File: config.mk
export PLATFORM = sky130hd
export DESIGN_NAME = spi_fnd_display
export DESIGN_NICKNAME = d
export VERILOG_FILES = /design/src/rtl/spi_fnd_display.sv
export SDC_FILE = /design/constraint.sdc
export NUM_CORES = 1
export LEC_CHECK = 0
export BUFFER_PORTS_ARGS = -buffer_cell sky130_fd_sc_hd__buf_4
export CAP_MARGIN = 10
export CELL_PAD_IN_SITES_DETAIL_PLACEMENT = 1
export CELL_PAD_IN_SITES_GLOBAL_PLACEMENT = 1
export CORE_MARGIN = 2
export CORE_UTILIZATION = 30
export DETAILED_ROUTE_END_ITERATION = 8
export PLACE_DENSITY_LB_ADDON = 0.1
export SETUP_SLACK_MARGIN = 0.4
export SYNTH_ARGS = -nofsm -noshare
export SYNTH_HDL_FRONTEND = slang
export SYNTH_SLANG_ARGS = --single-unit
File: constraint.sdc
create_clock -name clk -period 3.4 [get_ports clk]
set_input_delay 0.68 -clock clk [delete_from_list [all_inputs] [get_ports clk]]
set_output_delay 0.68 -clock clk [all_outputs]
set_load 0.01 [all_outputs]
File: src/rtl/spi_fnd_display.sv
// Pairs SPI bytes into a 14-bit value, saturates at 9999, converts to BCD by sequential double-dabble
// and scans four active-low 7-segment digits. Display only updates once a conversion is complete.
module spi_fnd_display #(
  parameter int CLK_HZ  = 100_000_000,
  parameter int SCAN_HZ = 1000
) (
  input  logic        clk,
  input  logic        rst,
  input  logic [7:0]  rx_data,
  input  logic        rx_done,
  input  logic        pair_clr,
  output logic [13:0] value_out,
  output logic        busy,
  output logic [3:0]  fnd_com,
  output logic [7:0]  fnd_data
);

  localparam int SCAN_DIV = CLK_HZ / SCAN_HZ;
  localparam int CW       = (SCAN_DIV > 1) ? $clog2(SCAN_DIV) : 1;

  typedef enum logic [1:0] {IDLE, LOAD, SHIFT, DONE} state_t;

  state_t        state_q;
  logic          expect_lo_q;
  logic [5:0]    hi_q;
  logic [13:0]   raw_q;
  logic          lo_stb_q;
  logic          pend_q;
  logic [3:0]    cnt_q;
  logic [29:0]   sr_q;
  logic [15:0]   disp_q;
  logic [CW-1:0] scan_q;
  logic [1:0]    idx_q;
  logic [13:0]   value_q;
  logic          busy_q;
  logic [3:0]    com_q;
  logic [7:0]    data_q;

  logic          hi_acc;
  logic          lo_acc;
  logic [13:0]   raw_sat;
  logic [15:0]   disp_d;
  logic          scan_wrap;
  logic [CW-1:0] scan_d;
  logic [1:0]    idx_d;
  logic [3:0]    digit_sel;

  function automatic logic [29:0] dd_step(input logic [29:0] s);
    logic [29:0] t;
    t = s;
    for (int i = 0; i < 4; i++) begin
      if (t[14 + 4*i +: 4] >= 4'd5) t[14 + 4*i +: 4] = t[14 + 4*i +: 4] + 4'd3;
    end
    return {t[28:0], 1'b0};
  endfunction

  function automatic logic [7:0] seg7(input logic [3:0] d);
    case (d)
      4'd0:    seg7 = 8'hC0;
      4'd1:    seg7 = 8'hF9;
      4'd2:    seg7 = 8'hA4;
      4'd3:    seg7 = 8'hB0;
      4'd4:    seg7 = 8'h99;
      4'd5:    seg7 = 8'h92;
      4'd6:    seg7 = 8'h82;
      4'd7:    seg7 = 8'hF8;
      4'd8:    seg7 = 8'h80;
      4'd9:    seg7 = 8'h90;
      default: seg7 = 8'hFF;
    endcase
  endfunction

  // pair_clr wins over the pairing phase, so a coinciding byte becomes the high byte
  assign hi_acc  = rx_done && (pair_clr || !expect_lo_q);
  assign lo_acc  = rx_done && !pair_clr && expect_lo_q;
  assign raw_sat = (raw_q > 14'd9999) ? 14'd9999 : raw_q;

  always_comb begin
    disp_d    = (state_q == DONE) ? sr_q[29:14] : disp_q;
    scan_wrap = (scan_q == CW'(SCAN_DIV - 1));
    scan_d    = scan_wrap ? '0 : scan_q + 1'b1;
    idx_d     = scan_wrap ? idx_q + 2'd1 : idx_q;
    digit_sel = disp_d[4*idx_d +: 4];
  end

  always_ff @(posedge clk) begin
    if (!rst) begin
      state_q     <= IDLE;
      expect_lo_q <= 1'b0;
      hi_q        <= '0;
      raw_q       <= '0;
      lo_stb_q    <= 1'b0;
      pend_q      <= 1'b0;
      cnt_q       <= '0;
      sr_q        <= '0;
      disp_q      <= '0;
      scan_q      <= '0;
      idx_q       <= '0;
      value_q     <= '0;
      busy_q      <= 1'b0;
      com_q       <= 4'b1110;
      data_q      <= 8'hC0;
    end else begin
      if (hi_acc) begin
        hi_q        <= rx_data[5:0];
        expect_lo_q <= 1'b1;
      end else if (pair_clr) begin
        expect_lo_q <= 1'b0;
      end else if (lo_acc) begin
        raw_q       <= {hi_q, rx_data};
        expect_lo_q <= 1'b0;
      end
      lo_stb_q <= lo_acc;
      if (lo_stb_q) value_q <= raw_sat;

      // raw_q doubles as the pending slot: a later LO simply overwrites it
      case (state_q)
        IDLE: if (lo_acc) state_q <= LOAD;
        LOAD: begin
          sr_q    <= {16'd0, raw_sat};
          cnt_q   <= '0;
          busy_q  <= 1'b1;
          state_q <= SHIFT;
          if (lo_acc) pend_q <= 1'b1;
        end
        SHIFT: begin
          sr_q <= dd_step(sr_q);
          if (cnt_q == 4'd13) state_q <= DONE;
          else                cnt_q   <= cnt_q + 4'd1;
          if (lo_acc) pend_q <= 1'b1;
        end
        DONE: begin
          if (pend_q || lo_acc) begin
            state_q <= LOAD;
            pend_q  <= 1'b0;
          end else begin
            state_q <= IDLE;
            busy_q  <= 1'b0;
          end
        end
        default: state_q <= IDLE;
      endcase

      disp_q <= disp_d;
      scan_q <= scan_d;
      idx_q  <= idx_d;
      com_q  <= ~(4'b0001 << idx_d);
      data_q <= seg7(digit_sel);
    end
  end

  assign value_out = value_q;
  assign busy      = busy_q;
  assign fnd_com   = com_q;
  assign fnd_data  = data_q;

endmodule

==> impl_summary.txt, run 1 <==
----------------------------------------------------
[Logic synthesis]
  Top post-synthesis cells by area ... dfxtp_1 (43%), nor2_1 (5.9%), nand2_1 (5.6%), mux2i_1 (5.4%), a21oi_1 (4.8%)
  Net Count, Synth ... 676
  Primary flip-flop cell chosen by synthesis mapping ... dfxtp_1
  Share of the yosys chip area belonging to registers ... 0.432
  Post-synth top area cell ... dfxtp_1
  Number of warnings issued by yosys ... 0
  Mean cell area of the mapped netlist ... 8.66 um2
  Total of flip-flops plus latches after synthesis ... 120
  Area fraction of the dominant cell type after synthesis ... 0.432
  Gate count of the mapped netlist ... 643
  Mapped cell area ... 0.00557 mm2
  Post-synth top cells ... dfxtp_1 (120), nor2_1 (87), nand2_1 (83), a21oi_1 (53), mux2i_1 (30)
  Number of flops mapped to enable cells by yosys ... 0
  Number of distinct library cells after synthesis ... 56
  Share of flip-flops with an asynchronous set or reset ... 0
  Leading cell type by number of instances after synthesis ... dfxtp_1

[Cells and area]
  Nets ... 701
  Area occupied by multi-input gates ... 0.00290 mm2
  Share of layout cells above drive strength 1 ... 0.153
  Fill count ... 2067
  FF+latch area ... 0.00240 mm2
  Area growth from synthesis to final layout ... 20.7%
  Area of all placed cells without fillers ... 0.00672 mm2
  Post-layout util ... 0.371
  Number of antenna repair diodes ... 0

[Critical path]
  Endpoint of the worst register-to-register path ... fnd_data[4]
  Endpoint arrival time on the critical path ... 3110 ps
  Minimum setup slack among reg-to-reg paths ... 620 ps
  Critical Path End Type ... flop
  Worst EP required ... 3730 ps
  Source of the worst register-to-register timing path ... scan_q[0]
  Type of the setup path with the least slack ... reg -> reg
  Cell count of the worst reg-to-reg path ... 8
  Slowest-stage cell, CP ... mux4_2
  Kind of start point of the critical path ... flop
  Cell chain of the critical path ... ha_1, and4_2, and4_4, mux4_2, o21ai_2, mux2i_1, nor2_2, a311oi_2
  Max incr delay on CP ... 530 ps
  Largest fanout on the critical path ... 12

[Clock tree]
  # clock sinks ... 120
  Clock insertion delay at the later pin of the skew report ... 430 ps
  Post-CTS clock slew at the launch and capture registers of the worst setup and hold paths ... 60 ps
  CTS Buffer Depth ... 2
  TritonCTS clock tree ... yes
  Clock root buffer ... clkbuf_16
  TritonCTS Buffers ... 17
  H-tree depth ... 4

[Place]
  Worst slack after detailed placement ... 311 ps
  Total placed instance area ... 0.00601 mm2
  Count of input and output buffers ... 37
  Gp weighted congestion ... 0.733
  Detailed Place HPWL ... 10.1 mm

[Die]
  Height of the chip ... 140 um
  Floorplan Core Area ... 0.0181 mm2
  Chip width ... 140 um
  Effective utilization at floorplan ... 0.308
  Die area ... 0.0197 mm2
  IO Pins ... 39
  FP Rows ... 49

[Route]
  Vias after detailed routing ... 4495
  Detail-routed net length per standard cell ... 15.9 um
  Remaining design rule violation count ... 0
  Count of routing violations after the opening detailed-route iteration ... 134
  Post-detailed-route count of antenna-violating nets ... 0
  First-pass iteration count of the detailed router ... 4
  Via-to-Cell Ratio ... 4.94
  Drt total wl ... 14.5 mm

[Min path]
  Worst hold path cell count ... 2
  Sink of the worst hold path ... raw_q[13]
  Min-delay src ... hi_q[5]
  Min-delay worst type ... reg -> reg

[STA]
  Slew at the pin closest to its max-slew limit ... 982 ps
  Worst rel slew slack ... 0.345
  Minimum hold slack ... 453 ps
  Setup clock skew after layout ... 5.40 ps
  Final hold violation count ... 0
  Summed negative setup slack over all endpoints ... 0 ps
  Final setup vio count ... 0
  Worst-case setup margin in the final layout ... 624 ps
  Top achievable clock speed ... 0.360 GHz
  Share of the clock period used by the worst path ... 0.816
  Min Tclk post-route ... 2780 ps
  Setup repair after global routing missed its margin ... false
  Number of max-slew violations in the final report ... 0

[Run]
  Max-capacitance violation count ... 0

[Pwr]
  Pwr per Cell Area ... 605 mW/mm2
  Leak pwr ... 2.46 nW
  Largest voltage drop on the vdd net ... 0.306 mV

[Global route]
  Largest net degree at the start of global routing ... 35
  Global-route wire length before repair ... 24.6 mm
  GRT overflow ... 0
  Initial antenna violation count ... 0
  Overall routing resource usage ... 0.158
  Vias in the first global route ... 4889

[Status]
  Run status ... finished, final reports clean

----------------------------------------------------
## cells in the final DEF, fill, tap and decap left out, types with 5 or more instances in the layout
cell type,synthesis,routed
dfxtp_1,120,120
bufinv_16,0,6
buf_4,2,48
clkbuf_16,0,17
xnor2_1,9,9
nand3_1,27,27
o31ai_1,6,6
nand2_1,83,83
o22ai_1,5,5
ha_1,21,20
nor2_1,87,87
xor2_1,16,16
o21ai_0,17,16
inv_1,20,20
a21oi_1,53,53
nand4_1,5,5
a211oi_1,13,13
and2_1,11,11
nand2b_1,17,17
mux2i_1,30,30
## critical path: cells and delay by family (launching register included)
kind            cells  cell delay [ps]
flops               1              370
simple gates        3              740
mux                 2              810
fa+ha+maj           1              250
compound gates      2              500
## cell type report
cell class | count | share of cell area
Clock buffer | 23 | 0.0726
Clock inverter | 8 | 0.0283
Inverter | 24 | 0.0134
Multi-Input combinational cell | 457 | 0.432
Sequential cell | 120 | 0.358
Tap cell | 229 | 0.0426
Timing Repair Buffer | 48 | 0.0536
## cells by family (layout without fill, tap and decap cells)
family                     count (synthesis)  in the layout  share of synthesized area
AOI/OAI and AO/OA                        120            120                      0.144
xor gates and xnor gates                  26             26                     0.0443
adders and majority gates                 21             21                     0.0472
buffers and inverters                     66            103                     0.0506
DFF                                      120            120                      0.432
muxes                                     36             36                     0.0722
other                                      1              1                   0.000674
and+or+nand+nor                          253            253                      0.209
## worst max-delay path by stage
| stage | start | endpoint | depth (start not counted) |
|---|---|---|---|
| floorplan | state_q[1] | fnd_data[1] | 12 |
| global placement | scan_q[0] | fnd_data[1] | 10 |
| detailed placement | scan_q[0] | fnd_data[1] | 10 |
| CTS | state_q[1] | fnd_data[1] | 11 |
| global route | scan_q[0] | fnd_data[1] | 10 |
| finish | scan_q[0] | fnd_data[4] | 8 |
## sequential cells by signal, indices dropped and copies added (netlist names), 6 cells and up
name,count
scan_q,17
fnd_data,7
value_out,14
hi_q,6
disp_q,16
sr_q,30
raw_q,14
## metrics by stage
stage | power [mW] | instances
2_1_floorplan | 1.88 | 643
3_3_place_gp | 1.99 | 877
3_5_place_dp | 2.00 | 877
4_1_cts | 4.11 | 908
5_1_grt | 4.24 | 909
6_report | 4.06 | 909
## where the power goes
part | switching, mW | internal (mW) | leakage [nW]
combinational | 0.276 | 0.167 | 1.15
sequential | 0.0515 | 1.48 | 0.971
clock | 0.647 | 1.45 | 0.333
total | 0.974 | 3.09 | 2.46
## per-layer routing
metal  vias up  part of all wire  track usage
li1       2253                 -            -
met1      2165              0.46        0.188
met2        60              0.50        0.276
met3        17             0.036       0.0451
met4         0             0.012       0.0510
met5         -                 0            0
## timing repair
action | CTS | global route
buffers inserted | 0 | 1
hold buffers | 0 | 0
pin swaps | 0 | 1
endpoints found under the setup margin | 5 | 7
resized for setup | 2 | 5
Power figures use the tool's default switching activity.
==> inputs of run 2 (changes only) <==
--- a/config.mk
+++ b/config.mk
@@ -5,6 +5,7 @@
 export SDC_FILE = /design/constraint.sdc
 export NUM_CORES = 1
 export LEC_CHECK = 0
+export ABC_AREA = 1
 export BUFFER_PORTS_ARGS = -buffer_cell sky130_fd_sc_hd__buf_4
 export CAP_MARGIN = 10
 export CELL_PAD_IN_SITES_DETAIL_PLACEMENT = 1
==> constraint.sdc (replaced) <==
create_clock -name clk -period 2.9 [get_ports clk]
set_input_delay 0.58 -clock clk [delete_from_list [all_inputs] [get_ports clk]]
set_output_delay 0.58 -clock clk [all_outputs]
set_load 0.01 [all_outputs]
==> run 2 against run 1 <==
  * First-iteration DRC count is 19% higher
  * Total power is 13% higher
  * Critical endpoint is now fnd_data[3]
  * Sequential power is 17% higher
  * Design area is 1.1% higher
  * Flip-flop and latch count stayed put
==> impl_summary.txt, run 2 <==
----------------------------------------------------
[Status]
  Run status ... finished, final reports clean (unchanged)

[Critical path]
  Critical Path End Type ... flop (unchanged)
  Max incr delay on CP ... 340 ps (was 530 ps)
  Endpoint arrival time on the critical path ... 2600 ps (was 3110 ps)
  Cell chain of the critical path ... ha_1, nand2_2, inv_2, nand2_2, nor2_4, nand4_4, buf_4, buf_4, buf_4, nand3_1, nand3_2, nand2_4, nand3_2, nand2_4, a21oi_2 (was ha_1, and4_2, and4_4, mux4_2, o21ai_2, mux2i_1, nor2_2, a311oi_2)
  Number of buffers and inverters on the critical path ... 4 (was 0)
  Largest fanout on the critical path ... 6 (was 12)
  Worst EP required ... 3160 ps (was 3730 ps)
  Kind of start point of the critical path ... flop (unchanged)
  Most prevalent standard cell on the critical path ... buf_4
  Gate family responsible for the most delay along the worst path ... simple AND/OR/NAND/NOR gates (was multiplexers)
  Slowest-stage cell, CP ... dfxtp_2 (was mux4_2)
  Minimum setup slack among reg-to-reg paths ... 560 ps (was 620 ps)
  Type of the setup path with the least slack ... reg -> reg (unchanged)

[Pwr]
  Share of total power consumed by net switching ... 0.309 (was 0.240)
  Proportion of power drawn by the clock network ... 0.434 (was 0.515)
  Largest voltage drop on the vdd net ... 0.379 mV (was 0.306 mV)
  Pwr per Cell Area ... 674 mW/mm2 (was 605 mW/mm2)
  Internal cell power ... 3.17 mW (was 3.09 mW)
  Sequential share of power ... 0.390 (was 0.376)
  Leak pwr ... 2.82 nW (was 2.46 nW)
  Switching pwr ... 1.41 mW (was 0.974 mW)
  Combinational group share of total power ... 0.176 (was 0.109)

[STA]
  Worst rel slew slack ... 0.477 (was 0.345)
  Share of the clock period used by the worst path ... 0.806 (was 0.816)
  Final setup vio count ... 0 (unchanged)
  Min Tclk post-route ... 2340 ps (was 2780 ps)
  Number of max-slew violations in the final report ... 0 (unchanged)
  Top achievable clock speed ... 0.428 GHz (was 0.360 GHz)
  Slew at the pin closest to its max-slew limit ... 785 ps (was 982 ps)
  Final hold violation count ... 0 (unchanged)
  Minimum hold slack ... 374 ps (was 453 ps)
  Summed negative setup slack over all endpoints ... 0 ps (unchanged)
  Setup repair after global routing missed its margin ... false (unchanged)
  Setup clock skew after layout ... 15.8 ps (was 5.40 ps)

[Logic synthesis]
  Post-synth top area cell ... dfxtp_1 (unchanged)
  Share of the yosys chip area belonging to registers ... 0.430 (was 0.432)
  Share of flip-flops with an asynchronous set or reset ... 0 (unchanged)
  Total of flip-flops plus latches after synthesis ... 120 (unchanged)
  Gate count of the mapped netlist ... 756 (was 643)
  Area fraction of the dominant cell type after synthesis ... 0.430 (was 0.432)
  Number of distinct library cells after synthesis ... 43 (was 56)
  Mean cell area of the mapped netlist ... 7.39 um2 (was 8.66 um2)
  Number of warnings issued by yosys ... 0 (unchanged)
  Primary flip-flop cell chosen by synthesis mapping ... dfxtp_1 (unchanged)
  Leading cell type by number of instances after synthesis ... nand2_1 (was dfxtp_1)
  Net Count, Synth ... 789 (was 676)
  Number of flops mapped to enable cells by yosys ... 0 (unchanged)
  Top post-synthesis cells by area ... dfxtp_1 (43%), nand2_1 (8.7%), inv_1 (6.9%), nor2_1 (6.5%), o21ai_0 (5.8%) (was dfxtp_1 (43%), nor2_1 (5.9%), nand2_1 (5.6%), mux2i_1 (5.4%), a21oi_1 (4.8%))
  Mapped cell area ... 0.00559 mm2 (was 0.00557 mm2)
  Post-synth top cells ... nand2_1 (130), dfxtp_1 (120), inv_1 (103), nor2_1 (97), o21ai_0 (65) (was dfxtp_1 (120), nor2_1 (87), nand2_1 (83), a21oi_1 (53), mux2i_1 (30))

[Clock tree]
  CTS Buffer Depth ... 2 (unchanged)
  # clock sinks ... 120 (unchanged)
  Clock insertion delay at the later pin of the skew report ... 420 ps (was 430 ps)
  H-tree depth ... 4 (unchanged)
  Post-CTS clock slew at the launch and capture registers of the worst setup and hold paths ... 60 ps (about the same)
  TritonCTS Buffers ... 17 (unchanged)
  TritonCTS clock tree ... yes (unchanged)
  Clock root buffer ... clkbuf_16 (unchanged)

[Place]
  Gp weighted congestion ... 0.780 (was 0.733)
  Detailed Place HPWL ... 10.7 mm (was 10.1 mm)
  Count of input and output buffers ... 37 (unchanged)

[Route]
  Remaining design rule violation count ... 0 (unchanged)
  Drt total wl ... 14.8 mm (was 14.5 mm)
  Detail-routed net length per standard cell ... 14.2 um (was 15.9 um)
  Via-to-Cell Ratio ... 4.70 (was 4.94)
  Post-detailed-route count of antenna-violating nets ... 0 (unchanged)
  Vias after detailed routing ... 4926 (was 4495)
  Count of routing violations after the opening detailed-route iteration ... 160 (was 134)
  First-pass iteration count of the detailed router ... 6 (was 4)

[Cells and area]
  Largest registers ... sr_q: 30 flops, scan_q: 17 flops, disp_q: 16 flops (unchanged)
  Flip-flop count of the largest register after layout ... 30 (unchanged)
  Most frequent standard cell in the layout excluding fill and tap cells ... nand2_1 (was dfxtp_1)
  Area growth from synthesis to final layout ... 21.6% (was 20.7%)
  Number of antenna repair diodes ... 0 (unchanged)
  Share of layout cells above drive strength 1 ... 0.181 (was 0.153)
  Register bank with the most flops ... sr_q (unchanged)
  Nets ... 839 (was 701)
  Most frequent cells in the layout ... nand2_1 (128), dfxtp_1 (114), inv_1 (100) (was dfxtp_1 (120), nor2_1 (87), nand2_1 (83))

[Die]
  Die area ... 0.0197 mm2 (about the same)
  Chip width ... 140 um (about the same)
  Floorplan Core Area ... 0.0181 mm2 (unchanged)
  Height of the chip ... 140 um (about the same)
  IO Pins ... 39 (unchanged)
  FP Rows ... 49 (unchanged)
  Effective utilization at floorplan ... 0.309 (was 0.308)

[Global route]
  Vias in the first global route ... 4942 (was 4889)
  Initial antenna violation count ... 0 (unchanged)
  GRT overflow ... 0 (unchanged)
  Overall routing resource usage ... 0.154 (was 0.158)
  Global-route wire length before repair ... 24.2 mm (was 24.6 mm)
  Largest net degree at the start of global routing ... 68 (was 35)

[Run]
  Max-capacitance violation count ... 0 (unchanged)

[Min path]
  Min-delay worst type ... in -> reg (was reg -> reg)

----------------------------------------------------
==> run 2: cell count changes after synthesis, moves of 9 or more <==
cell	delta
clkbuf_1	-13
a211oi_1	-13
nor2_1	+10
nand3_1	+9
inv_1	+83
o21ai_0	+48
nand2b_1	-17
nand2_2	+12
and2_1	-11
mux2i_1	-30
nand2_1	+47
==> run 2: stage by stage <==
step / power (mW) / instance area [um2] / std cells / utilization / setup slack (ps)
6_report: 4.58 / 6790 / 1048 / 0.376 / 563
5_1_grt: 4.86 / 6790 / 1048 / 0.376 / 392
4_1_cts: 4.67 / 6640 / 1033 / 0.367 / 401
3_5_place_dp: 2.64 / 6070 / 1001 / 0.336 / 414
3_3_place_gp: 2.62 / 6070 / 1001 / 0.336 / 514
2_1_floorplan: 2.35 / 5590 / 756 / - / 664
==> run 2: area by class of cell <==
cell class | instances | area [um2]
clock buffers | 19 | 453
clock inverters | 13 | 111
fillers | 2222 | 11300
inverters | 110 | 413
multi-input cells | 500 | 2680
flip-flops and latches | 120 | 2410
well taps | 229 | 287
repair buffers | 57 | 440
==> run 2: kinds of logic (layout without fill, tap and decap cells) <==
group,after synthesis,in the layout,synth area share
buffers and inverters,138,199,0.0999
and+or+nand+nor,317,319,0.260
adders and majority gates,21,21,0.0470
DFF,120,120,0.430
other,1,1,0.000671
xor gates and xnor gates,12,12,0.0188
AOI/OAI and AO/OA,147,147,0.143
==> run 2: worst paths after layout <==
kind	from	endpoint	depth (start not counted)
setup / recovery	scan_q[0]	fnd_data[3]	15
hold / removal	rx_data[4]	raw_q[4]	3
setup reg to reg	scan_q[0]	fnd_data[3]	15
hold reg to reg	scan_q[0]	scan_q[0]	1
==> run 2: repair_timing <==
item,CTS,global route
pin swaps,0,5
setup buffers,0,13
resized for setup,1,16
gates cloned,0,2
hold buffers,0,0
endpoints found under the setup margin,1,6
==> run 2: power by group through the flow <==
stage,clock (mW),combinational [mW],sequential [mW]
final,1.99,0.805,1.79
after global routing,2.15,0.914,1.80
after CTS,2.06,0.820,1.79
after detailed placement,0,0.815,1.82
after global placement,0,0.800,1.82
after floorplan,0,0.522,1.83
==> run 2: per-layer routing <==
| metal | vias to the layer above | global-route usage | wire length, um |
|---|---|---|---|
| met3 | 4 | 0.0359 | 301 |
| met2 | 37 | 0.275 | 7650 |
| li1 | 2513 | - | - |
| met5 | - | 0 | 0 |
| met1 | 2372 | 0.183 | 6810 |
| met4 | 0 | 0.0447 | 67 |
==> run 2: worst reg2reg max path: cells and delay by family, from the launching register on <==
kind	cells	cell delay, ps
AND/OR/NAND/NOR	9	1070
flip-flops	1	340
AO/OA/AOI/OAI	1	70
buffers and inverters	4	540
adder cells (fa/ha/maj)	1	170
==> inputs of run 3 (changes only) <==
==> constraint.sdc (replaced) <==
create_clock -name clk -period 2.3 [get_ports clk]
set_input_delay 0.46 -clock clk [delete_from_list [all_inputs] [get_ports clk]]
set_output_delay 0.46 -clock clk [all_outputs]
set_load 0.01 [all_outputs]
==> run 3 against run 2 <==
  * Hold slack worse by 120 ps
  * Routed wire length up 0.96%
  * Clock power up 38%
  * Critical path depth up 1
  * Non-clock buffer count up 24
  * Count of clock-buffer cells in the layout down 1
  * Critical endpoint unchanged
==> impl_summary.txt, run 3 (same netlist as run 2, synthesis figures left out) <==
----------------------------------------------------
[Pwr]
  Switching pwr ... 1.80 mW (was 1.41 mW)
  Sequential share of power ... 0.366 (was 0.390)
  Tot Pwr ... 6.17 mW (was 4.58 mW)
  Leak pwr ... 3.09 nW (was 2.82 nW)
  Internal cell power ... 4.37 mW (was 3.17 mW)
  Largest voltage drop on the vdd net ... 0.475 mV (was 0.379 mV)
  Proportion of power drawn by the clock network ... 0.446 (was 0.434)
  Combinational group share of total power ... 0.188 (was 0.176)
  Share of total power consumed by net switching ... 0.291 (was 0.309)
  Pwr per Cell Area ... 850 mW/mm2 (was 674 mW/mm2)

[Critical path]
  Type of the setup path with the least slack ... reg -> reg (unchanged)
  Critical Path End Type ... flop (unchanged)
  Cell count of the worst reg-to-reg path ... 16 (was 15)
  Gate family responsible for the most delay along the worst path ... simple AND/OR/NAND/NOR gates (unchanged)
  Kind of start point of the critical path ... flop (unchanged)
  Cell chain of the critical path ... ha_4, nand2_4, inv_4, nand2_4, nor2_4, nand4_4, nand2_8, nand2_2, o21ai_2, nand2_2, nand2_4, inv_4, ha_4, nand3_4, nand3_2, a21oi_2 (was ha_1, nand2_2, inv_2, nand2_2, nor2_4, nand4_4, buf_4, buf_4, buf_4, nand3_1, nand3_2, nand2_4, nand3_2, nand2_4, a21oi_2)
  Worst EP required ... 2590 ps (was 3160 ps)
  Endpoint arrival time on the critical path ... 2350 ps (was 2600 ps)
  Minimum setup slack among reg-to-reg paths ... 230 ps (was 560 ps)
  Number of buffers and inverters on the critical path ... 2 (was 4)
  Source of the worst register-to-register timing path ... scan_q[1] (was scan_q[0])
  Endpoint of the worst register-to-register path ... fnd_data[3] (unchanged)
  Slowest-stage cell, CP ... dfxtp_2 (unchanged)
  Path length in cells of the critical path ... 16 (was 15)
  Most prevalent standard cell on the critical path ... nand2_4 (was buf_4)
  Max incr delay on CP ... 350 ps (was 340 ps)
  Largest fanout on the critical path ... 8 (was 6)

[Route]
  Post-detailed-route count of antenna-violating nets ... 0 (unchanged)
  Detail-routed net length per standard cell ... 14.0 um (was 14.2 um)
  First-pass iteration count of the detailed router ... 4 (was 6)
  Via-to-Cell Ratio ... 4.68 (was 4.70)
  Remaining design rule violation count ... 0 (unchanged)
  Count of routing violations after the opening detailed-route iteration ... 156 (was 160)
  Drt total wl ... 15.0 mm (was 14.8 mm)
  Vias after detailed routing ... 5010 (was 4926)

[Die]
  IO Pins ... 39 (unchanged)
  Effective utilization at floorplan ... 0.309 (unchanged)
  Height of the chip ... 140 um (unchanged)
  FP Rows ... 49 (unchanged)
  Die area ... 0.0197 mm2 (unchanged)
  Floorplan Core Area ... 0.0181 mm2 (unchanged)
  Chip width ... 140 um (unchanged)

[Place]
  Total placed instance area ... 0.00623 mm2 (was 0.00607 mm2)
  Worst slack after detailed placement ... 79.3 ps (was 414 ps)
  Gp weighted congestion ... 0.785 (was 0.780)
  Placed instance count ... 1014 (was 1001)
  Detailed Place HPWL ... 10.9 mm (was 10.7 mm)
  Count of input and output buffers ... 37 (unchanged)

[STA]
  Slew at the pin closest to its max-slew limit ... 544 ps (was 785 ps)
  Worst-case setup margin in the final layout ... 235 ps (was 563 ps)
  Setup repair after global routing missed its margin ... true (was false)
  Setup clock skew after layout ... 10.0 ps (was 15.8 ps)
  Share of the clock period used by the worst path ... 0.898 (was 0.806)
  Final setup vio count ... 0 (unchanged)
  Top achievable clock speed ... 0.484 GHz (was 0.428 GHz)
  Number of max-slew violations in the final report ... 0 (unchanged)
  Summed negative setup slack over all endpoints ... 0 ps (unchanged)
  Min Tclk post-route ... 2070 ps (was 2340 ps)
  Worst rel slew slack ... 0.636 (was 0.477)
  Final hold violation count ... 0 (unchanged)

[Run]
  Max-capacitance violation count ... 0 (unchanged)

[Clock tree]
  Total of hold buffers inserted after clock tree synthesis ... 0 (unchanged)
  Clock insertion delay at the later pin of the skew report ... 410 ps (was 420 ps)
  CTS Buffer Depth ... 2 (unchanged)
  TritonCTS Buffers ... 17 (unchanged)
  H-tree depth ... 4 (unchanged)
  Clock root buffer ... clkbuf_16 (unchanged)
  # clock sinks ... 120 (unchanged)
  TritonCTS clock tree ... yes (unchanged)
  Post-CTS clock slew at the launch and capture registers of the worst setup and hold paths ... 60 ps (about the same)

[Cells and area]
  Number of antenna repair diodes ... 0 (unchanged)
  Nets ... 861 (was 839)
  Area of all placed cells without fillers ... 0.00726 mm2 (was 0.00679 mm2)
  Final non-filler cell total ... 1070 (was 1048)
  Fill count ... 2151 (was 2222)
  Share of layout cells above drive strength 1 ... 0.253 (was 0.181)
  Register bank with the most flops ... sr_q (unchanged)
  Area growth from synthesis to final layout ... 30.0% (was 21.6%)
  Most frequent cells in the layout ... nand2_1 (113), dfxtp_1 (106), inv_1 (99) (was nand2_1 (128), dfxtp_1 (114), inv_1 (100))
  Most frequent standard cell in the layout excluding fill and tap cells ... nand2_1 (unchanged)
  Flip-flop count of the largest register after layout ... 30 (unchanged)
  Largest registers ... sr_q: 30 flops, scan_q: 17 flops, disp_q: 16 flops (unchanged)

[Min path]
  Min-delay worst type ... in -> reg (unchanged)
  Min-delay src ... rx_data[7] (was rx_data[4])
  Worst hold path cell count ... 3 (unchanged)
  Sink of the worst hold path ... raw_q[7] (was raw_q[4])

[Global route]
  Largest net degree at the start of global routing ... 35 (was 68)
  Overall routing resource usage ... 0.161 (was 0.154)
  GRT overflow ... 0 (unchanged)
  Vias in the first global route ... 5193 (was 4942)
  Busiest grt layer ... met2 (unchanged)
  Initial antenna violation count ... 0 (unchanged)
  Met1 Resource Use GR ... 0.191 (was 0.183)
  Met3 Track Usage GR ... 0.0444 (was 0.0359)
  Met2 track utilization from global routing ... 0.287 (was 0.275)
  Global-route wire length before repair ... 25.6 mm (was 24.2 mm)

[Status]
  Run status ... finished, final reports clean (unchanged)

----------------------------------------------------
[run 3: layout make-up]
| class | instances | area (um2) | area share |
|---|---|---|---|
| inverters | 110 | 424 | 0.0584 |
| clock buffers | 18 | 439 | 0.0605 |
| repair buffers | 81 | 621 | 0.0855 |
| multi-input cells | 498 | 2890 | 0.398 |
| clock inverters | 14 | 173 | 0.0238 |
| well taps | 229 | 287 | 0.0395 |
| flip-flops and latches | 120 | 2420 | 0.334 |
[run 3: layer usage]
| layer | share of wire | wire, um |
|---|---|---|
| met4 | 0.014 | 212 |
| met5 | 0 | 0 |
| met1 | 0.46 | 6870 |
| met2 | 0.50 | 7420 |
| met3 | 0.031 | 470 |
[run 3: power groups by stage]
| stage | Clock, mW | Sequential [mW] | Combinational, mW |
|---|---|---|---|
| finish | 2.75 | 2.26 | 1.16 |
| global route | 2.92 | 2.27 | 1.32 |
| CTS | 2.84 | 2.26 | 1.11 |
| detailed placement | 0 | 2.31 | 1.08 |
| global placement | 0 | 2.30 | 1.06 |
| floorplan | 0 | 2.31 | 0.691 |
[run 3: what timing repair did]
| action | 4_1_cts | 5_1_grt |
|---|---|---|
| pin swaps | 4 | 22 |
| setup buffers | 9 | 15 |
| setup endpoints to repair | 14 | 29 |
| hold endpoints to repair | 0 | 0 |
| resized for setup | 13 | 59 |
[run 3: worst max path at each step]
stage | from | end | slack, ps
2_1_floorplan | scan_q[1] | fnd_data[3] | 290
3_3_place_gp | scan_q[0] | fnd_data[3] | 180
3_5_place_dp | scan_q[1] | fnd_data[0] | 80
4_1_cts | scan_q[0] | fnd_data[0] | 160
5_1_grt | scan_q[1] | fnd_data[3] | 80
6_report | scan_q[1] | fnd_data[3] | 230
[run 3: tightest hold or removal path, delay by kind of cell]
kind                   cells  cell delay [ps]
buffers and inverters      1               80
AO/OA/AOI/OAI              1               60
AND/OR/NAND/NOR            1               50
[run 3: per-stage QoR]
stage	hold slack [ps]	utilization
2_1_floorplan	402	-
6_report	258	0.401
3_3_place_gp	427	0.344
5_1_grt	256	0.401
3_5_place_dp	438	0.344
4_1_cts	242	0.385
